## config.mk

```make
export PLATFORM = sky130hd
export DESIGN_NAME = hazard_scheduler
export DESIGN_NICKNAME = d
export VERILOG_FILES = /design/src/rtl/hazard_scheduler.sv
export SDC_FILE = /design/constraint.sdc
export NUM_CORES = 1
export LEC_CHECK = 0
export CAP_MARGIN = 20
export CELL_PAD_IN_SITES_DETAIL_PLACEMENT = 0
export CELL_PAD_IN_SITES_GLOBAL_PLACEMENT = 1
export CORE_AREA = 8 8 111 113
export DETAILED_ROUTE_END_ITERATION = 10
export DIE_AREA = 0 0 119 121
export PLACE_DENSITY = 0.82
export SYNTH_ARGS = -nofsm -noshare
export SYNTH_HDL_FRONTEND = slang
export SYNTH_SLANG_ARGS = --single-unit
```

## constraint.sdc

```tcl
create_clock -name clk -period 4.47 [get_ports clk]
set_input_delay 0.6705 -clock clk [delete_from_list [all_inputs] [get_ports clk]]
set_output_delay 0.6705 -clock clk [all_outputs]
set_load 0.01 [all_outputs]
```

## src/rtl/hazard_scheduler.sv

```systemverilog
// hazard_scheduler: scoreboard-based RAW hazard detection plus multi-cycle
// flush sequencing for a five-stage pipeline, with saturating stall/flush
// event counters for performance debug.
module hazard_scheduler #(
    parameter int unsigned FLUSH_CYCLES = 1,
    parameter int unsigned CNT_W        = 16
) (
    input  logic             clk,
    input  logic             rst,
    input  logic             id_valid,
    input  logic [3:0]       src1,
    input  logic [3:0]       src2,
    input  logic             Two_src,
    input  logic [3:0]       Dest_id,
    input  logic             WB_EN_id,
    input  logic             branch_taken,
    input  logic             writeBackEn,
    input  logic [3:0]       Dest_wb,
    output logic             hazard,
    output logic             flush,
    output logic [15:0]      busy_mask,
    output logic [CNT_W-1:0] stall_cnt,
    output logic [CNT_W-1:0] flush_cnt
);

    typedef enum logic {
        RUN  = 1'b0,
        HOLD = 1'b1
    } state_t;

    localparam logic [2:0] FCNT_RELOAD =
        (FLUSH_CYCLES > 1) ? 3'(FLUSH_CYCLES - 2) : 3'd0;
    localparam bit MULTI_FLUSH = (FLUSH_CYCLES > 1);

    state_t           state_q, state_d;
    logic [2:0]       fcnt_q, fcnt_d;
    logic [1:0]       pend_q [16];
    logic [1:0]       pend_d [16];
    logic [CNT_W-1:0] stall_cnt_q, stall_cnt_d;
    logic [CNT_W-1:0] flush_cnt_q, flush_cnt_d;
    logic             branch_accept;
    logic             issue;
    logic [15:0]      inc_vec;
    logic [15:0]      dec_vec;

    // Flush FSM: next state, flush output and branch acceptance.
    always_comb begin
        state_d       = state_q;
        fcnt_d        = fcnt_q;
        flush         = 1'b0;
        branch_accept = 1'b0;
        case (state_q)
            RUN: begin
                flush         = branch_taken;
                branch_accept = branch_taken;
                if (branch_taken && MULTI_FLUSH) begin
                    state_d = HOLD;
                    fcnt_d  = FCNT_RELOAD;
                end
            end
            HOLD: begin
                flush = 1'b1;
                if (fcnt_q == 3'd0) begin
                    state_d = RUN;
                end else begin
                    fcnt_d = fcnt_q - 3'd1;
                end
            end
            default: state_d = RUN;
        endcase
    end

    // Hazard from registered scoreboard; the saturation term stops a fourth writer.
    always_comb begin
        hazard = 1'b0;
        if (id_valid && !flush) begin
            hazard = (pend_q[src1] != 2'd0)
                  || (Two_src && (pend_q[src2] != 2'd0))
                  || (WB_EN_id && (pend_q[Dest_id] == 2'd3));
        end
    end

    assign issue   = id_valid & WB_EN_id & ~hazard & ~flush;
    assign inc_vec = issue       ? (16'd1 << Dest_id) : '0;
    assign dec_vec = writeBackEn ? (16'd1 << Dest_wb) : '0;

    // Scoreboard update: issue and retire on the same register cancel out.
    always_comb begin
        for (int unsigned r = 0; r < 16; r++) begin
            pend_d[r]    = pend_q[r];
            busy_mask[r] = (pend_q[r] != 2'd0);
            if (inc_vec[r] && !dec_vec[r] && (pend_q[r] != 2'd3)) begin
                pend_d[r] = pend_q[r] + 2'd1;
            end else if (dec_vec[r] && !inc_vec[r] && (pend_q[r] != 2'd0)) begin
                pend_d[r] = pend_q[r] - 2'd1;
            end
        end
    end

    // Saturating performance counters.
    always_comb begin
        stall_cnt_d = stall_cnt_q;
        flush_cnt_d = flush_cnt_q;
        if (hazard && (stall_cnt_q != '1)) begin
            stall_cnt_d = stall_cnt_q + CNT_W'(1);
        end
        if (branch_accept && (flush_cnt_q != '1)) begin
            flush_cnt_d = flush_cnt_q + CNT_W'(1);
        end
    end

    assign stall_cnt = stall_cnt_q;
    assign flush_cnt = flush_cnt_q;

    // State registers with asynchronous clear.
    always_ff @(posedge clk or posedge rst) begin
        if (rst) begin
            state_q     <= RUN;
            fcnt_q      <= '0;
            pend_q      <= '{default: '0};
            stall_cnt_q <= '0;
            flush_cnt_q <= '0;
        end else begin
            state_q     <= state_d;
            fcnt_q      <= fcnt_d;
            pend_q      <= pend_d;
            stall_cnt_q <= stall_cnt_d;
            flush_cnt_q <= flush_cnt_d;
        end
    end

endmodule

```

==> results.cfg, run 1 <==
[outcome]
status = completed

[placement]
portBuffers = 72
dp_hpwl_um = 8460
gp_congestion = 0.826
dp.cells = 639

[global_route]
grt_overflow = 0
grtUsageTotal_pct = 16.3
grt_pass1_vias = 3757
grt_max_degree = 47
grt_pass1_wl_um = 19100
antenna_found_initial = 0

[worst_setup_path]
path_max_fanout = 16
startpoint = Dest_id[0]
r2r_start = pend_q[18]
path_cells = clkdlybuf4s50_1, o21ai_0, mux4_2, o2bb2ai_1, nor3_1, nor2_1, clkdlybuf4s50_1
r2r_setup_slack_ns = 1.07
timing.rr.end = pend_q[12]
slowest_delay_ns = 0.80
arrival_ns = 3.41
end_kind = output port
ff2ff_path_depth = 8
start_kind = input pin
path_common_cell = clkdlybuf4s50_1
criticalPathCategory = input pin to output port
critPathSlowestCell = clkdlybuf4s50_1
required_ns = 3.80

[power_and_ir_drop]
powerDensity_nw_per_um2 = 350
ir_worst_vdd_mv = 0.257
p_leak_nw = 2.30

[sta]
min_period_ns = 4.08
max_freq_ghz = 0.245
tns_ns = 0
setup_viol = 0
rsz0062_at_grt = no
fin_crit_sh_pct = 91.4
tightest_slew_ns = 0.896
whs_ns = 0.486
drv_slew = 0
skew_ns = 0.0109
slew_headroom_pct = 40.1
hold_violations = 0

[synthesis]
syn_avg_cell_area_um2 = 9.62
synth-adder-area-share_pct = 1.19
ys_ff_latch = 68
synth_edf_count = 0
synth_xor_area_share_pct = 7.05
synth_top_area_share_pct = 40.3
synthCells = 439
syn_nets = 466
synthMuxAreaShare_pct = 5.57
synth-compound-area-share_pct = 14.3
synth.cell_area_um2 = 4220
synthSimpleGateAreaFrac_pct = 27.6
async_reset_ff_share_pct = 100
synth_commonest_cells = dfrtp_1 (68), nor2_1 (48), nand2_1 (31), nand3_1 (23), inv_1 (22)
synth-main-ff-cell = dfrtp_1
ys_types = 56
synth_top_family_by_area = simple AND/OR/NAND/NOR gates
synthTopCellsByArea = dfrtp_1 (40%), mux4_2 (4.3%), nor2_1 (4.3%)
seq_area_frac_synth_pct = 40.3
post-synth-top-count-cell = dfrtp_1
synth_warnings = 0
yosysTopAreaCell = dfrtp_1

[floorplan]
ios = 73
dieArea_um2 = 14400
core.rowCount = 38
die_y_um = 121
start_util_pct = 39.8
die_w_um = 119
core_um2 = 10600

[final_layout]
syn_to_final_growth_pct = 24.0
diodes = 0
layout-drive-gt1-share_pct = 10.9
finalNetCount = 538
fillers = 989
finalNonFillerCells = 655

[route]
drtIter0Drc = 191
postRouteAntennaNets = 0
avgRoutedWirePerCell_um = 17.4
via_per_inst = 5.57
wirelength_um = 11400
drc_errors = 0
vias = 3649
drt-pass1-iter-count = 5

[clocking]
numCtsBuffers = 9
h-tree-depth = 3
cts_root_buffer = clkbuf_8
clkSinkCount = 68
cts_resized = 0
cts_tree = yes
clk_pin_slew_ns = 0.07
insertion_delay_ns = 0.36
clock_path_buffers = 2
hold_buffers = 0
cts_setup_buffers = 0

[hold_path]
hold_depth = 1
hold_path_startpoint = fcnt_q[0]
min_to = fcnt_q[0]
hold_path_class = register to register

[job]
max-cap-violations = 0
==> cell type report <==
| cell class | instances | area [µm²] | share of cell area [%] |
|---|---|---|---|
| clock buffer | 9 | 124 | 2.37 |
| inverter | 22 | 82.6 | 1.58 |
| multi-input combinational | 335 | 2350 | 44.9 |
| timing repair buffer | 75 | 756 | 14.4 |
| sequential | 68 | 1700 | 32.5 |
| clock inverter | 6 | 42.5 | 0.813 |
| tap | 140 | 175 | 3.35 |
==> metal layers <==
layer  vias up  GRT usage [%]  share of wire [%]
met5         -              0                  0
met4         0           6.72                2.0
met1      1778           20.1                 44
met3        18           3.91                6.7
met2       118           26.7                 47
li1       1735              -                  -
==> sequential cells by signal, indices dropped and copies added (netlist names) <==
register   cells
flush_cnt     16
state_q        1
fcnt_q         3
stall_cnt     16
pend_q        32
==> worst max-delay path: cells and delay by family <==
kind | cells | cell delay [ns]
AOI/OAI and AO/OA | 2 | 0.41
and+or+nand+nor | 2 | 0.49
buffers and inverters | 2 | 1.31
muxes | 1 | 0.52
==> cell families (layout without fill, tap and decap cells) <==
kind of cell | Yosys count | after routing
adder cells (fa/ha/maj) | 4 | 4
flip-flops | 68 | 68
AO/OA/AOI/OAI | 80 | 80
multiplexers | 13 | 13
XOR/XNOR | 34 | 34
AND/OR/NAND/NOR | 204 | 204
buffers and inverters | 36 | 112
==> placed cells by master, fill, tap and decap left out, types with 4 or more instances in the layout <==
cell	n
nand2b_1	7
clkbuf_8	9
nor3_1	11
nor2b_1	20
nand4_1	8
and4_1	5
o21ai_0	15
clkdlybuf4s50_1	72
xor2_1	18
mux2_2	4
dfrtp_1	68
nor2_1	48
mux4_2	8
a21oi_1	4
o31a_1	13
a211oi_1	12
xnor2_1	16
inv_1	21
nand3_1	23
or2_2	4
and3_1	6
ha_1	4
or2_1	5
nor4_1	5
o21a_1	8
nor4_2	13
o22a_1	12
nand2_1	31
==> how the worst max path moves through the flow <==
stage                      end  cells after the start  slack, ns
detailed placement      hazard                      7       0.43
global placement        hazard                      7       0.43
CTS                     hazard                      7       0.41
floorplan           pend_q[12]                     10       0.95
global route            hazard                      7       0.25
finish                  hazard                      7       0.39
==> report_power, final <==
part / switching, W / total (W) / internal (W)
Clock: 0.000259 / 0.000456 / 0.000198
Sequential: 0.000122 / 0.000823 / 0.000701
Combinational: 0.000259 / 0.000552 / 0.000293
==> through the flow <==
| step | worst slack (ns) | utilization, % | power (W) | instance area (µm²) |
|---|---|---|---|---|
| floorplan | 0.955 | - | 0.00109 | 4220 |
| global placement | 0.426 | 47.6 | 0.00137 | 5050 |
| detailed placement | 0.434 | 47.6 | 0.00138 | 5050 |
| CTS | 0.415 | 49.2 | 0.00185 | 5210 |
| global route | 0.246 | 49.4 | 0.00194 | 5230 |
| finish | 0.386 | 49.4 | 0.00183 | 5230 |
Note: power is estimated with default switching activity, not from simulation.
==> run 2: changes to the inputs <==
Settings changed: GPL_TIMING_DRIVEN set to 0.
==> run 2 against run 1 <==
Sequential power decreased by 0.9%. Global-route usage decreased by 0.47 points. Flip-flop and latch count unchanged. First-iteration DRC count increased by 0.52%. Setup slack got worse by 0.19 ns. Clock power increased by 4%. Via count decreased by 2.6%. Non-clock buffer count increased by 8. Hold slack got worse by 0.0017 ns. Wire length decreased by 2.8%. Final cell count increased by 1.2%. Utilization increased by 0.32 points. Largest power group unchanged. Highest routed layer unchanged.
==> results.cfg, run 2 (same netlist as run 1, synthesis figures left out) <==
[clocking]
h-tree-depth = 3
cts_setup_buffers = 0
numCtsBuffers = 9
cts_tree = yes
clkSinkCount = 68
clock_path_buffers = 2
insertion_delay_ns = 0.35
cts_root_buffer = clkbuf_8
clk_pin_slew_ns = 0.07

[final_layout]
syn_to_final_growth_pct = 24.8
diodes = 0
layout_common_cells = clkdlybuf4s50_1 (69), dfrtp_1 (68), nor2_1 (48)
finalNetCount = 546
regMostFlops = pend_q
fillers = 1006
final_common_cell = clkdlybuf4s50_1
largest_register_ff_count = 32
layout-drive-gt1-share_pct = 10.9
register_area_um2 = 1700
multi_input_area_um2 = 2350

[power_and_ir_drop]
p_clk_share_pct = 25.7
power_w = 0.00183
p_leak_nw = 2.31
powerDensity_nw_per_um2 = 348
p_seq_share_pct = 44.5
p_int_w = 0.00122
switching_share_pct = 33.4
ir_worst_vdd_mv = 0.259
combPwrFrac_pct = 29.8
p_sw_w = 0.000613

[global_route]
grt_busiest_layer = met2
grt_overflow = 0
antenna_found_initial = 0
grt_pass1_vias = 3551
met1_usage_pct = 19.8
grt_pass1_wl_um = 18300
grtUsageTotal_pct = 15.8
met3_usage_pct = 4.23
grt_max_degree = 69
grt_util_met2_pct = 25.4

[sta]
tns_ns = 0
min_period_ns = 4.28
fin_crit_sh_pct = 95.7
slew_headroom_pct = 43.3
setup_viol = 0
drv_slew = 0
skew_ns = 0.00920
rsz0062_at_grt = no
hold_violations = 0
tightest_slew_ns = 0.849
max_freq_ghz = 0.234

[job]
max-cap-violations = 0

[outcome]
status = completed

[route]
postRouteAntennaNets = 0
vias = 3554
drc_errors = 0
avgRoutedWirePerCell_um = 16.7
drt-pass1-iter-count = 4
via_per_inst = 5.36
drtIter0Drc = 192
wirelength_um = 11100

[hold_path]
hold_path_class = register to register

[worst_setup_path]
criticalPathCategory = input pin to output port
path_max_fanout = 10
start_kind = input pin
required_ns = 3.80
end_kind = output port
path_buf_inv = 3
path_cells = clkdlybuf4s50_1, clkbuf_2, o21ai_0, mux4_2, o2bb2ai_1, nor3_1, nor2_1, clkdlybuf4s50_1
path_common_cell = clkdlybuf4s50_1
path_delay_family = buffers and inverters
arrival_ns = 3.61
slowest_delay_ns = 0.68
critPathSlowestCell = clkdlybuf4s50_1

[placement]
gp_congestion = 0.884
portBuffers = 69
dp_hpwl_um = 8340

[floorplan]
start_util_pct = 39.8
dieArea_um2 = 14400
core_um2 = 10600
core.rowCount = 38
die_w_um = 119
ios = 73
die_y_um = 121
-- run 2: worst min-delay path, stage by stage, from the launching register on --
cell and delay [ns]:
dfrtp_1 0.34, nand2_1 0.04, o21ai_0 0.06
-- run 2: timing repair --
item	4_1_cts	5_1_grt
hold buffers	0	0
setup endpoints to repair	1	0
resized for setup	1	0
-- run 2: per-stage QoR --
stage | instance area [µm²] | std cells | hold slack, ns | utilization, % | worst slack, ns
2_1_floorplan | 4220 | 439 | 0.446 | - | 0.955
5_1_grt | 5270 | 663 | 0.519 | 49.7 | 0.000564
3_5_place_dp | 5090 | 648 | 0.472 | 48.0 | 0.0195
4_1_cts | 5270 | 663 | 0.490 | 49.7 | 0.189
3_3_place_gp | 5090 | 648 | 0.463 | 48.0 | 0.0279
6_report | 5270 | 663 | 0.485 | 49.7 | 0.194
-- run 2: per-layer routing --
metal	vias up	wire, µm
li1	1750	-
met3	16	691
met1	1704	5000
met4	0	226
met2	84	5180
met5	-	0
-- run 2: final timing paths --
| path | startpoint | end | slack, ns | depth (start not counted) |
|---|---|---|---|---|
| setup / recovery | Dest_id[0] | hazard | 0.19 | 8 |
| hold / removal | fcnt_q[1] | fcnt_q[1] | 0.48 | 2 |
| setup reg to reg | pend_q[14] | pend_q[22] | 0.99 | 11 |
| hold reg to reg | fcnt_q[1] | fcnt_q[1] | 0.48 | 2 |
| max in group asynchronous | rst | pend_q[28] | 3.07 | 2 |
| min in group asynchronous | rst | stall_cnt[4] | 0.85 | 2 |
-- run 2: final cells by class --
| class | count | area share [%] |
|---|---|---|
| sequential | 68 | 32.3 |
| tap | 140 | 3.33 |
| buffer | 14 | 1.64 |
| inverter | 22 | 1.62 |
| clock buffer | 11 | 2.87 |
| multi-input combinational | 335 | 44.7 |
| clock inverter | 4 | 0.475 |
| timing repair buffer | 69 | 13.1 |
-- run 2: power by group through the flow --
stage,Combinational (W),Clock [W],Sequential [W]
floorplan,0.000263,0,0.000832
global placement,0.000545,0,0.000823
detailed placement,0.000551,0,0.000826
CTS,0.000556,0.000487,0.000816
global route,0.000602,0.000510,0.000834
finish,0.000546,0.000472,0.000816
==> run 3: changes to the inputs <==
Settings changed: CORE_AREA 8 8 111 113 to 2 2 105 107, DIE_AREA 0 0 119 121 to 0 0 107 109.
==> run 3 against run 2 <==
Sequential share of layout area down 0.50 points. Flip-flop and latch count is the same. Clock skew up 0.0022 ns. Via count up 3.3%. Setup slack improved by 0.11 ns. Non-clock buffer count unchanged. Final cell count increased by 0.15%. Hold slack got worse by 0.0023 ns. Count of clock-buffer cells in the layout unchanged. Critical endpoint unchanged.
==> results.cfg, run 3 (same netlist as run 1, synthesis figures left out) <==
[route]
vias = 3670
wirelength_um = 10900
drc_errors = 0
wl_met3_um = 753
wl_met1_um = 4810
postRouteAntennaNets = 0
routed-wl-met2_um = 5040
drtIter0Drc = 211
via_per_inst = 5.53
highest_layer = met4
avgRoutedWirePerCell_um = 16.4
drt-pass1-iter-count = 5

[global_route]
antenna_found_initial = 0
grt_overflow = 0
grt_pass1_wl_um = 18000
grtUsageTotal_pct = 19.7
grt_max_degree = 69
grt_pass1_vias = 3639

[final_layout]
diodes = 0
largest_register_ff_count = 32
regMostFlops = pend_q
finalNonFillerCells = 664
layout_common_cells = clkdlybuf4s50_1 (69), dfrtp_1 (68), nor2_1 (48)
final_common_cell = clkdlybuf4s50_1
layout-drive-gt1-share_pct = 11.1
fin_area_um2 = 5350
syn_to_final_growth_pct = 26.7
finalNetCount = 546

[placement]
place_area_um2 = 5090
gp_congestion = 0.926
portBuffers = 69
dp_hpwl_um = 8050
dp.cells = 648

[sta]
setup_viol = 0
rsz0062_at_grt = no
hold_violations = 0
drv_slew = 0
min_period_ns = 4.17
fin_crit_sh_pct = 93.2
max_freq_ghz = 0.240
tightest_slew_ns = 0.901
slew_headroom_pct = 39.8
whs_ns = 0.482
tns_ns = 0
skew_ns = 0.0113

[floorplan]
die_y_um = 109
start_util_pct = 39.8
die_w_um = 107
core_um2 = 10600
core.rowCount = 38
dieArea_um2 = 11700
ios = 73

[clocking]
cts_tree = yes
clock_path_buffers = 2
hold_buffers = 0
numCtsBuffers = 9
insertion_delay_ns = 0.35
clkSinkCount = 68
cts_setup_buffers = 0
h-tree-depth = 3
cts_root_buffer = clkbuf_8
clk_pin_slew_ns = 0.07

[job]
max-cap-violations = 0

[worst_setup_path]
start_kind = input pin
end_kind = output port
path_max_fanout = 10
criticalPathCategory = input pin to output port
arrival_ns = 3.50
required_ns = 3.80

[power_and_ir_drop]
power_w = 0.00201
p_leak_nw = 2.35
ir_worst_vdd_mv = 0.278
powerDensity_nw_per_um2 = 376

[outcome]
status = completed

[hold_path]
hold_path_class = register to register
## run 3: where the power goes
group	internal [W]	switching [W]	leakage [nW]
clock network	0.000403	0.000249	0.130
logic	0.000293	0.000251	1.32
registers	0.000701	0.000116	0.901
## run 3: path summary, 6_finish.rpt
| kind | startpoint | to | slack [ns] | cells after the start |
|---|---|---|---|---|
| hold reg to reg | fcnt_q[0] | fcnt_q[0] | 0.48 | 1 |
| max in group asynchronous | rst | pend_q[12] | 3.08 | 2 |
| setup reg to reg | pend_q[14] | pend_q[12] | 0.99 | 11 |
| hold / removal | fcnt_q[0] | fcnt_q[0] | 0.48 | 1 |
| min in group asynchronous | rst | stall_cnt[4] | 0.84 | 2 |
| setup / recovery | Dest_id[0] | hazard | 0.30 | 8 |
## run 3: final cells by class
type,instances,area (µm²)
sequential,68,1700
clock inverter,5,108
tap,140,175
clock buffer,11,151
timing repair buffer,69,691
inverter,22,85.1
fill,974,5250
buffer,14,86.3
multi-input combinational,335,2350
## run 3: timing repair
action                     in CTS  in global routing
setup endpoints to repair       0                  1
gates resized for setup         0                  2
hold endpoints to repair        0                  0
## run 3: per-layer routing
metal / GRT usage [%] / vias to the layer above
li1: - / 1756
met1: 25.7 / 1751
met2: 31.7 / 137
met3: 5.14 / 26
met4: 7.51 / 0
met5: 0 / -
## run 3: stage by stage
step           util (%)  worst slack (ns)
6_report           50.5             0.302
5_1_grt            50.5             0.135
4_1_cts            50.4             0.103
3_5_place_dp       48.0             0.124
3_3_place_gp       48.0             0.104
2_1_floorplan         -             0.955
## run 3: worst max-delay path, stage by stage
cell             delay [ns]
clkdlybuf4s50_1        0.69
clkbuf_2               0.31
o21ai_0                0.20
mux4_2                 0.53
o2bb2ai_1              0.19
nor3_1                 0.33
nor2_1                 0.07
clkdlybuf4s50_1        0.51
